==> src/rtl/jtshouse_mmr_shadow.sv <==
// rtl/jtshouse_mmr_shadow.sv - memory-mapped register file with frame-synchronous shadow copy and object DMA trigger
module jtshouse_mmr_shadow #(
  parameter int AW      = 4,
  parameter int SHADOW  = 1,
  parameter int DMA_REG = 0
) (
  input  logic                 rst,
  input  logic                 clk,
  input  logic                 cs,
  input  logic                 rnw,
  input  logic [AW-1:0]        addr,
  input  logic [7:0]           din,
  output logic [7:0]           dout,
  input  logic                 lvbl,
  output logic                 dma_req,
  input  logic                 dma_ack,
  output logic                 dma_done,
  output logic [8*(2**AW)-1:0] regs,
  input  logic [AW-1:0]        ioctl_addr,
  output logic [7:0]           ioctl_din,
  input  logic [7:0]           debug_bus,
  output logic [7:0]           st_dout
);

  localparam int SIZE = 2**AW;
  localparam logic [AW-1:0] DMA_IDX = DMA_REG[AW-1:0];

  typedef enum logic [1:0] {IDLE, ARMED, REQ} state_t;

  logic [7:0] stg[SIZE];
  logic [7:0] act[SIZE];
  logic       lvbl_l;
  logic       fs;
  logic       wr;
  logic       dma_wr;
  logic       queued;
  state_t     state;
  logic       unused_dbg;

  assign fs         = lvbl_l & ~lvbl;
  assign wr         = cs & ~rnw;
  assign dma_wr     = wr && (addr == DMA_IDX);
  assign unused_dbg = ^debug_bus;

  always_comb begin
    regs = '0;
    for (int n = 0; n < SIZE; n++) regs[8*n +: 8] = act[n];
  end

  // The frame-start copy reads stg before this cycle's write lands, so a
  // write in the fs cycle only reaches act on the following frame.
  always_ff @(posedge clk or posedge rst) begin
    if (rst) begin
      for (int i = 0; i < SIZE; i++) begin
        stg[i] <= 8'h00;
        act[i] <= 8'h00;
      end
    end else begin
      if (SHADOW != 0 && fs) begin
        for (int i = 0; i < SIZE; i++) act[i] <= stg[i];
      end
      if (wr) begin
        stg[addr] <= din;
        if (SHADOW == 0) act[addr] <= din;
      end
    end
  end

  always_ff @(posedge clk or posedge rst) begin
    if (rst) begin
      dout      <= 8'h00;
      ioctl_din <= 8'h00;
      st_dout   <= 8'h00;
      lvbl_l    <= 1'b1;
    end else begin
      dout      <= stg[addr];
      ioctl_din <= stg[ioctl_addr];
      st_dout   <= stg[debug_bus[AW-1:0]];
      lvbl_l    <= lvbl;
    end
  end

  // A DMA_REG write while a request is outstanding is remembered in queued
  // and re-arms the engine once the current transfer is acknowledged.
  always_ff @(posedge clk or posedge rst) begin
    if (rst) begin
      state    <= IDLE;
      dma_req  <= 1'b0;
      dma_done <= 1'b0;
      queued   <= 1'b0;
    end else begin
      dma_done <= 1'b0;
      case (state)
        IDLE: begin
          if (dma_wr) state <= ARMED;
        end
        ARMED: begin
          if (fs) begin
            state   <= REQ;
            dma_req <= 1'b1;
          end
        end
        REQ: begin
          if (dma_ack) begin
            dma_req  <= 1'b0;
            dma_done <= 1'b1;
            queued   <= 1'b0;
            state    <= (queued || dma_wr) ? ARMED : IDLE;
          end else if (dma_wr) begin
            queued <= 1'b1;
          end
        end
        default: state <= IDLE;
      endcase
    end
  end

endmodule

==> config.mk <==
export PLATFORM = sky130hd
export DESIGN_NAME = jtshouse_mmr_shadow
export DESIGN_NICKNAME = d
export VERILOG_FILES = /design/src/rtl/jtshouse_mmr_shadow.sv
export SDC_FILE = /design/constraint.sdc
export NUM_CORES = 1
export LEC_CHECK = 0
export CAP_MARGIN = 15
export CORE_MARGIN = 2
export CORE_UTILIZATION = 30
export CTS_BUF_LIST = sky130_fd_sc_hd__clkbuf_8
export DETAILED_ROUTE_END_ITERATION = 8
export RECOVER_POWER = 100
export SLEW_MARGIN = 20
export SYNTH_ARGS = -nofsm -noshare
export SYNTH_HDL_FRONTEND = slang
export SYNTH_SLANG_ARGS = --single-unit
==> constraint.sdc <==
create_clock -name clk -period 10.4 [get_ports clk]
set_clock_uncertainty 0.1 [all_clocks]
set_input_delay 1.04 -clock clk [delete_from_list [all_inputs] [get_ports clk]]
set_output_delay 1.04 -clock clk [all_outputs]
set_load 0.005 [all_outputs]
* Word level (Yosys, flattened, before mapping)
Index checks and enable logic that the tools add are counted.
** Storage, ports and cells
- Memory bits (read-only) :: 0
- Register bits :: 286
- Memory bits (writable) :: 0
- Memories :: 0
- Input port bits :: 30
- Bits in latches :: 0
** Operators by class
- Bitwise operators :: 7
- $lt $le $gt $ge :: 4
- $add $sub $neg :: 0
- Divide/modulo/power cells :: 0
- $mul :: 0
- Equal/unequal tests :: 5
- Reduce and logical (&&, ||, !) cells :: 10
- Muxes and demuxes :: 24
- Shift-type cells :: 0
** Operators with widths (number)
- bitwise mux 128 bit :: 1
- binary-select mux 8 bit (select 4 bit) :: 3
- two-way mux 8 bit :: 7
- demux 8 bit (select 4 bit) :: 1
- greater-or-equal comparator 5 bit (second input constant) :: 3
- inverter 4 -> 5 bit :: 3
- two-way mux 1 bit :: 7
- two-way mux 2 bit :: 3
- != test 2 bit (second input constant) :: 3
- one-hot mux 2 bit (3 select lines) :: 1
- AND reduction 3 bit :: 2
- less-than comparator 5 x 1 -> 1 bit (second input constant) :: 1
- logical NOT 4 bit :: 1
- nonzero test 2 bit :: 2
- bitwise AND 1 bit :: 2
- == test 2 x 1 -> 1 bit (second input constant) :: 1
- == test 2 bit (second input constant) :: 1
- logical AND 1 bit :: 2
- logical NOT 2 bit :: 1
- inverter 1 bit :: 2
- one-hot mux 1 bit (2 select lines) :: 1
- AND reduction 2 bit :: 1
- logical OR 1 bit :: 1

* Longest topological paths before layout
Gate-level depths: netlist of run 1.
- Depth in word-level cells :: 7
- Depth in mapped cells :: 6
- Mapped depth without buffers :: 3

* Worst setup path before layout of run 1
OpenSTA, ideal clock, no wires.
- Path kind :: input -> register
- Start point :: input ioctl_addr[1]
- End point :: register ioctl_din[0]
- Stages on the path :: 6
- Path slack :: 7.997 ns
- Buffers on the path :: 3
- Arrival time :: 2.179 ns
- Cells stage by stage :: buf_2 buf_2 buf_2 mux4_2 a22oi_1 nand2_1
** On the way
- Longest elaborated chain between the ends :: 4
** RTL lines
- from (decl) :: line 19 : input logic [AW-1:0] ioctl_addr,
- inverter 4 -> 5 bit (not written as such) :: line 77 : ioctl_din <= stg[ioctl_addr];
- binary-select mux 8 bit (select 4 bit) :: line 77
- two-way mux 8 bit (not written as such) (2 in a row) :: line 77
- to (signal assigned) :: line 77
- to (decl) :: line 20 : output logic [7:0] ioctl_din,
No other way between the ends. The select of a mux whose other input is x is not followed.
A chain may end at the register's enable or synchronous reset.

==> metrics.txt, run 1 <==
status finished, violations left; violations in the final reports max-capacitance violations, max-slew violations; Setup-failing EPs final 0; RSZ-0062 raised after global routing false; vias between 8000 and 9000; row count between 70 and 80; initial core utilization a little under a third; reg2reg setup slack 6.31 ns; drt initial violations ~650; largest area contributor in the netlist dfrtp_1; H-tree Lvls 2; Total GRT Usage approximately 17%; crit end category async pin; nets just over 1000; GPL Wtd Cong approximately 0.84; WHS Path Cells 1; R2R Path Start lvbl_l; grt ovf 0; final slew viol count 311; class of the most critical hold timing path register to register; Static Leakage between 7 and 8 nW; CP required 9.80 ns; Design Power ~3.5 mW; dpl hpwl ~27 mm; vias in the first global route 8629; cts hold-fix bufs 0; commonest non-fill, non-tap cells in the layout 285 x dfrtp_1, 255 x mux2_2, 158 x dlygate4sd3_1; Max clock buf depth 3; Peak Freq 0.175 GHz; setup TNS 0 ns; Synth area leaders dfrtp_1 54%, mux2_2 22%, mux4_2 16%; Clock Latency Late Sink roughly 0.60 ns; Wirelength per Cell around 24 microns; reg-to-reg endpoint regs[37]; CTS tree done; library cells used by synthesis 27; number of max-cap violations 5; Clock transition at path regs about 0.06 ns; family with the most delay on the worst path buffers and inverters; width of the die approximately 210 microns; area grow syn2layout 24.6%; VDD IR max 75.5 uV; slowest cell delay on critical path ~3.6 ns; Slew HR -333%; Slew @ Worst Pin 6.46 ns; commonest non-fill, non-tap cell in the layout dfrtp_1; worst setup path class input pin to async pin; core area 44000 sq um; CP max-delay cell clkinvlp_2; Vias per Instance just over 5; WHS Endpoint regs[20]; CTS sink cnt between 200 and 300; final hold vios 0; register area share after synthesis between 50 and 60%; number of buffers inserted by port buffering about 180; chip height approximately 210 microns; R2R depth 3; cts repair resizes 0; CTS buffer count just under 50; maximum number of pins on one net before global-route repair between 100 and 150; Post-Syn Area per Cell around 16 sq um; worst endpoint data arrival time around 5 ns; syn nets ~850; synth warn 0; first-pass detailed-route iteration total 5; clk root buf clkbuf_8; min cycle time layout 5.73 ns; Crit Path Max Fanout about 140; startpoint class of the critical path input pin; min-delay src regs[20]; Yosys reg bits 286; antenna-violating nets left 0; die area about 46000 sq um; DRC 0; # Post-CTS Setup Buffers 0; WP buf/inv 2; final worst-path cycle share a little under three fifths; Gate Count Post-Synth a little over 800; WL final ~40 mm; initial antenna violation count 4; cell area power density about 210 nW/um^2; num ports approximately 180; crit path cell chain clkdlybuf4s50_1 -> clkinvlp_2; Synth top area share approximately 54%; Synth Cell Area ~13000 sq um; layout cell share with drive strength beyond 1 42.0%; first-pass GRT wire length around 60 mm
==> sequential cells by signal, indices dropped and copies added, names as in the netlist <==
signal / flops
st_dout: 8
state: 2
dma_req: 1
lvbl_l: 1
stg: 128
ioctl_din: 8
queued: 1
dout: 8
regs: 128
dma_done: 1
==> worst max-delay path by stage <==
stage / cells after the start / startpoint / slack [ns] / to
floorplan: 1 / rst / 1.37 / dma_done
global placement: 4 / lvbl / 6.60 / regs[121]
detailed placement: 4 / lvbl / 6.54 / regs[37]
CTS: 4 / lvbl / 7.20 / regs[120]
global route: 2 / rst / 3.56 / regs[121]
finish: 2 / rst / 4.67 / dout[0]
==> synth_stat cells (all sizes together) <==
cell      n
a22oi    50
a41oi     1
and2      3
and2b     2
and4bb    2
buf      47
clkbuf   15
dfrtp   285
dfstp     1
inv       4
mux2    256
mux4     96
nand2    34
nand2b    4
nand4b    1
nor2      7
nor2b    11
nor3      1
nor4b     1
o22ai     2
o32ai     1
==> area by class of cell <==
cell class                 instances  area (sq um)
multi-input combinational        472          5790
fill                            4219         27500
inverter                           4          16.3
clock inverter                    20           133
timing repair buffer             187          1830
sequential                       286          7160
clock buffer                      65           895
antenna                            2          5.00
tap                              592           741
==> power by group <==
group          internal [mW]  leakage [nW]  switching [mW]  total, mW
Combinational          0.527          3.17           0.302      0.829
Sequential              1.37          3.67           0.223       1.59
Clock                  0.603         0.586           0.455       1.06
Total                   2.50          7.43           0.980       3.48
==> layer usage <==
metal	wire [microns]	vias to the layer above	share of wire (%)	global-route usage, %
met5	34	-	0.085	0
met4	875	6	2.2	5.28
met3	2820	61	7.1	5.08
met2	18700	277	47	27.1
met1	17400	4421	44	23.7
li1	-	3523	-	-
==> logic make-up after synthesis <==
family                 Yosys count  synth area share (%)
flip-flops                     286                  53.8
AND/OR/NAND/NOR                 66                  2.70
multiplexers                   352                  37.9
buffers and inverters           66                  2.54
AO/OA/AOI/OAI                   54                  3.05
==> metrics by stage <==
step,cell area (sq um),utilization (%),hold slack (ns),worst slack (ns),cells
after floorplan,13300,-,0.367,1.37,824
after global placement,15600,35.4,0.384,6.60,1541
after detailed placement,15600,35.4,0.390,6.54,1541
after CTS,16600,37.7,0.405,7.20,1626
after global routing,16600,37.6,0.411,3.56,1627
final,16600,37.6,0.395,4.67,1628
Power figures use the tool's default switching activity.
==> run 2: changes to the inputs <==
Clock period 10.4 ns to 4.97 ns, I/O delays scaled along.
==> run 2 against run 1 <==
Compared with the run above: the flow still finishes with violations (max-capacitance violations, max-slew violations); power is 110% higher; final cell count up 0.37%; die area did not move; global-route usage increased by 0.29 points; largest cell class unchanged; largest power group unchanged.
==> metrics.txt, run 2 (same netlist as run 1, synthesis figures left out) <==
VDD IR max about 180 uV; CTS tree done; CP required about 5.4 ns; Static Leakage 7.43 nW; antenna-violating nets left 0; final worst-path cycle share 66.9%; WHS Path Cells 1; drt initial violations roughly 740; Max clock buf depth 3; R2R Path Start lvbl_l; cts hold-fix bufs 0; min-delay src lvbl; Slew @ Worst Pin ~2.4 ns; first-pass GRT wire length 60.6 mm; number of buffers inserted by port buffering around 180; nets 1032; vias in the first global route between 8000 and 9000; chip height about 210 microns; first-pass detailed-route iteration total 5; CTS sink cnt about 290; width of the die around 210 microns; core area roughly 44000 sq um; clk root buf clkbuf_8; Sequential cell area approximately 7000 sq um; row count 77; Total GRT Usage between 10% and 20%; DRC 0; fillcell total around 4300; violations in the final reports max-capacitance violations, max-slew violations; maximum number of pins on one net before global-route repair between 150 and 200; RSZ-0062 raised after global routing false; class of the most critical hold timing path input pin to register; startpoint class of the critical path input pin; status finished, violations left; setup ws final between 1.5 and 2 ns; GPL Wtd Cong around 0.85; R2R depth 3; setup TNS 0 ns; area grow syn2layout 24.6%; Vias per Instance ~5; Design Power 7.26 mW; vias between 8000 and 9000; layout cell share with drive strength beyond 1 a little over two fifths; WL final around 40 mm; die area around 46000 sq um; number of max-cap violations 3; H-tree Lvls 2; # Post-CTS Setup Buffers 0; final hold vios 0; cts repair resizes 0; grt ovf 0; Clock transition at path regs about 0.06 ns; dpl hpwl 27.8 mm; Crit Path Max Fanout 22; pre-CTS WS 1.87 ns; worst setup path class input pin to register; crit end category register; Slew HR -59.9%; Setup-failing EPs final 0; final slew viol count about 220; commonest non-fill, non-tap cell in the layout dfrtp_1; WHS Endpoint lvbl_l; reg2reg setup slack around 3.2 ns; Clock Latency Late Sink between 0.6 and 0.7 ns; Wirelength per Cell roughly 25 microns; Peak Freq 0.301 GHz; min cycle time layout about 3.3 ns; initial antenna violation count 6; multi-input logic area 5780 sq um; CTS buffer count 49; num ports 184; worst endpoint data arrival time 3.74 ns; initial core utilization between 30% and 40%; reg-to-reg endpoint regs[25]; cell area power density 438 nW/um^2; commonest non-fill, non-tap cells in the layout 285 x dfrtp_1, 256 x mux2_2, 159 x dlygate4sd3_1
-- run 2: changes by cell type in the layout (fill, tap and decap cells not counted), moves of 2 or more --
cell	delta
clkbuf_8	-4
clkinv_2	+2
inv_1	+2
clkinvlp_4	+2
-- run 2: worst max path at each step --
stage	start	end	slack (ns)	cells past startpoint
2_1_floorplan	rst	dma_done	0.58	1
4_1_cts	ioctl_addr[1]	ioctl_din[0]	2.53	5
3_5_place_dp	ioctl_addr[1]	ioctl_din[3]	1.87	5
3_3_place_gp	ioctl_addr[1]	ioctl_din[3]	1.90	5
5_1_grt	debug_bus[1]	st_dout[2]	1.56	5
6_report	debug_bus[1]	st_dout[2]	1.65	5
-- run 2: stage by stage --
step	cell area (sq um)	hold slack (ns)	util, %	instances
2_1_floorplan	13300	0.367	-	824
3_3_place_gp	15600	0.381	35.5	1543
3_5_place_dp	15600	0.393	35.5	1543
4_1_cts	16600	0.165	37.8	1631
5_1_grt	16600	0.316	37.6	1633
6_report	16600	0.325	37.7	1634
-- run 2: area by class of cell --
cell class                 count  share of cell area, %
inverter                       4                 0.0981
clock buffer                  61                   5.06
sequential                   286                   43.2
antenna                        3                 0.0453
tap                          592                   4.47
clock inverter                27                   1.06
multi-input combinational    472                   34.9
timing repair buffer         189                   11.2
-- run 2: routing by layer --
layer	vias up	GRT usage (%)	routed length [microns]
met5	-	0	29
met3	74	4.77	3110
met2	343	27.1	18700
met4	6	5.97	1000
met1	4474	24.5	17600
li1	3518	-	-
-- run 2: critical path, cell delays in order --
cell and delay [ns]:
dlygate4sd3_1 0.96, clkbuf_1 1.25, mux4_2 0.66, a22oi_1 0.26, nand2_1 0.10
-- run 2: power breakdown --
group          internal [mW]  total, mW  leakage, nW  switching, mW
registers               2.86       3.34         3.67          0.482
logic                   1.09       1.71         3.18          0.614
clock network           1.21       2.22        0.582           1.00
==> run 3: changes to the inputs <==
Clock period 4.97 ns to 2.95 ns, I/O delays scaled along.
==> run 3 against run 2 <==
Compared with the run above: core utilization increased by 0.40 points; global-route usage decreased by 0.24 points; count of clock-buffer cells in the layout decreased by 1; first-iteration DRC count decreased by 2.0%; the flow now finishes without violations; sequential share of layout area decreased by 0.45 points; combinational power increased by 71%; power increased by 67%; die area unchanged; design area increased by 1.1%; critical path depth unchanged.
==> metrics.txt, run 3 (same netlist as run 1, synthesis figures left out) <==
status finished, final reports clean; Wirelength per Cell 24.3 microns; number of buffers inserted by port buffering between 150 and 200; RSZ-0062 raised after global routing false; width of the die 215 microns; cts hold-fix bufs 0; final slew viol count 0; CP required 3.30 ns; cell area power density 726 nW/um^2; Setup-failing EPs final 0; crit end category register; R2R depth 3; commonest non-fill, non-tap cell in the layout dfrtp_1; reg2reg setup slack around 1.2 ns; final worst-path cycle share around four fifths; WL final approximately 40 mm; Slew @ Worst Pin roughly 1.2 ns; R2R Path Start stg[32]; CTS tree done; Static Leakage ~7.5 nW; nets ~1100; Final Non-Filler Cells between 1500 and 2000; final hold vios 0; worst setup path class input pin to register; Placed Instances approximately 1600; GPL Wtd Cong ~0.87; Slew HR approximately a fifth; cts repair resizes 0; reg-to-reg endpoint ioctl_din[0]; row count 77; Clock transition at path regs ~0.060 ns; core area 44000 sq um; setup TNS 0 ns; dpl hpwl around 28 mm; drt initial violations ~720; chip height roughly 210 microns; Peak Freq between 0.4 and 0.5 GHz; clk root buf clkbuf_8; # Post-CTS Setup Buffers 0; die area 46100 sq um; Clock Latency Late Sink around 0.60 ns; vias 8442; Crit Path Max Fanout 32; maximum number of pins on one net before global-route repair between 80 and 90; first-pass GRT wire length ~60 mm; Vias per Instance about 5.1; first-pass detailed-route iteration total 7; Fin Hold WS between 0.15 and 0.2 ns; antenna-violating nets left 0; H-tree Lvls 2; vias in the first global route between 8000 and 9000; DRC 0; min cycle time layout 2.38 ns; initial core utilization 30.2%; CTS sink cnt about 290; VDD IR max 268 uV; worst endpoint data arrival time 2.72 ns; startpoint class of the critical path input pin; area grow syn2layout 25.9%; initial antenna violation count 7; CTS buffer count between 40 and 50; class of the most critical hold timing path input pin to async pin; num ports 184; Total GRT Usage about 18%; grt ovf 0; commonest non-fill, non-tap cells in the layout 285 x dfrtp_1, 256 x mux2_2, 159 x dlygate4sd3_1; fillcell total 4230; number of max-cap violations 0; Max clock buf depth 3; layout cell share with drive strength beyond 1 42.4%; fin util roughly two fifths
## run 3: changes by cell type in the layout (fill, tap and decap cells not counted), sizes merged
| cell | previous run | this run |
|---|---|---|
| buf | 9 | 25 |
| clkinv | 6 | 3 |
| clkbuf | 66 | 68 |
| inv | 20 | 22 |
| diode | 3 | 2 |
## run 3: per-layer routing
metal  vias to the layer above  global-route usage [%]  routed length, microns
met5                         -                       0                      68
met3                        66                    5.65                    3420
met1                      4473                    23.7                   16900
met2                       337                    27.1                   18900
met4                        10                    4.63                     780
li1                       3556                       -                       -
## run 3: critical path, stage by stage
cell,delay (ns)
dlygate4sd3_1,0.53
clkbuf_2,0.85
mux4_2,0.64
a22oi_1,0.29
nand2_1,0.12
## run 3: final cells by class
class	count	area [sq um]	share of cell area (%)
multi-input combinational	472	5780	34.5
clock buffer	60	826	4.93
timing repair buffer	208	2070	12.3
sequential	286	7160	42.7
inverter	4	16.3	0.0971
clock inverter	26	161	0.963
tap	592	741	4.42
antenna	2	5.00	0.0299
## run 3: power by group
part / internal (mW) / switching, mW
clock network: 2.00 / 1.61
registers: 4.81 / 0.810
logic: 1.87 / 1.06
total: 8.68 / 3.48
## run 3: stage by stage
| step | setup WS (ns) | area [sq um] | power [mW] |
|---|---|---|---|
| finish | 0.573 | 16800 | 12.2 |
| global route | 0.562 | 16800 | 12.8 |
| CTS | 0.989 | 16800 | 12.6 |
| detailed placement | 0.601 | 15800 | 8.89 |
| global placement | 0.627 | 15800 | 8.81 |
| floorplan | -1.24 | 13300 | 6.96 |
## run 3: worst max-delay path by stage
| stage | startpoint | endpoint | cells past startpoint |
|---|---|---|---|
| 4_1_cts | dout[3] | dout[3] | 1 |
| 3_3_place_gp | debug_bus[1] | st_dout[2] | 5 |
| 3_5_place_dp | addr[1] | stg[26] | 4 |
| 6_report | ioctl_addr[1] | ioctl_din[2] | 5 |
| 2_1_floorplan | rst | dma_done | 1 |
| 5_1_grt | ioctl_addr[1] | ioctl_din[2] | 5 |
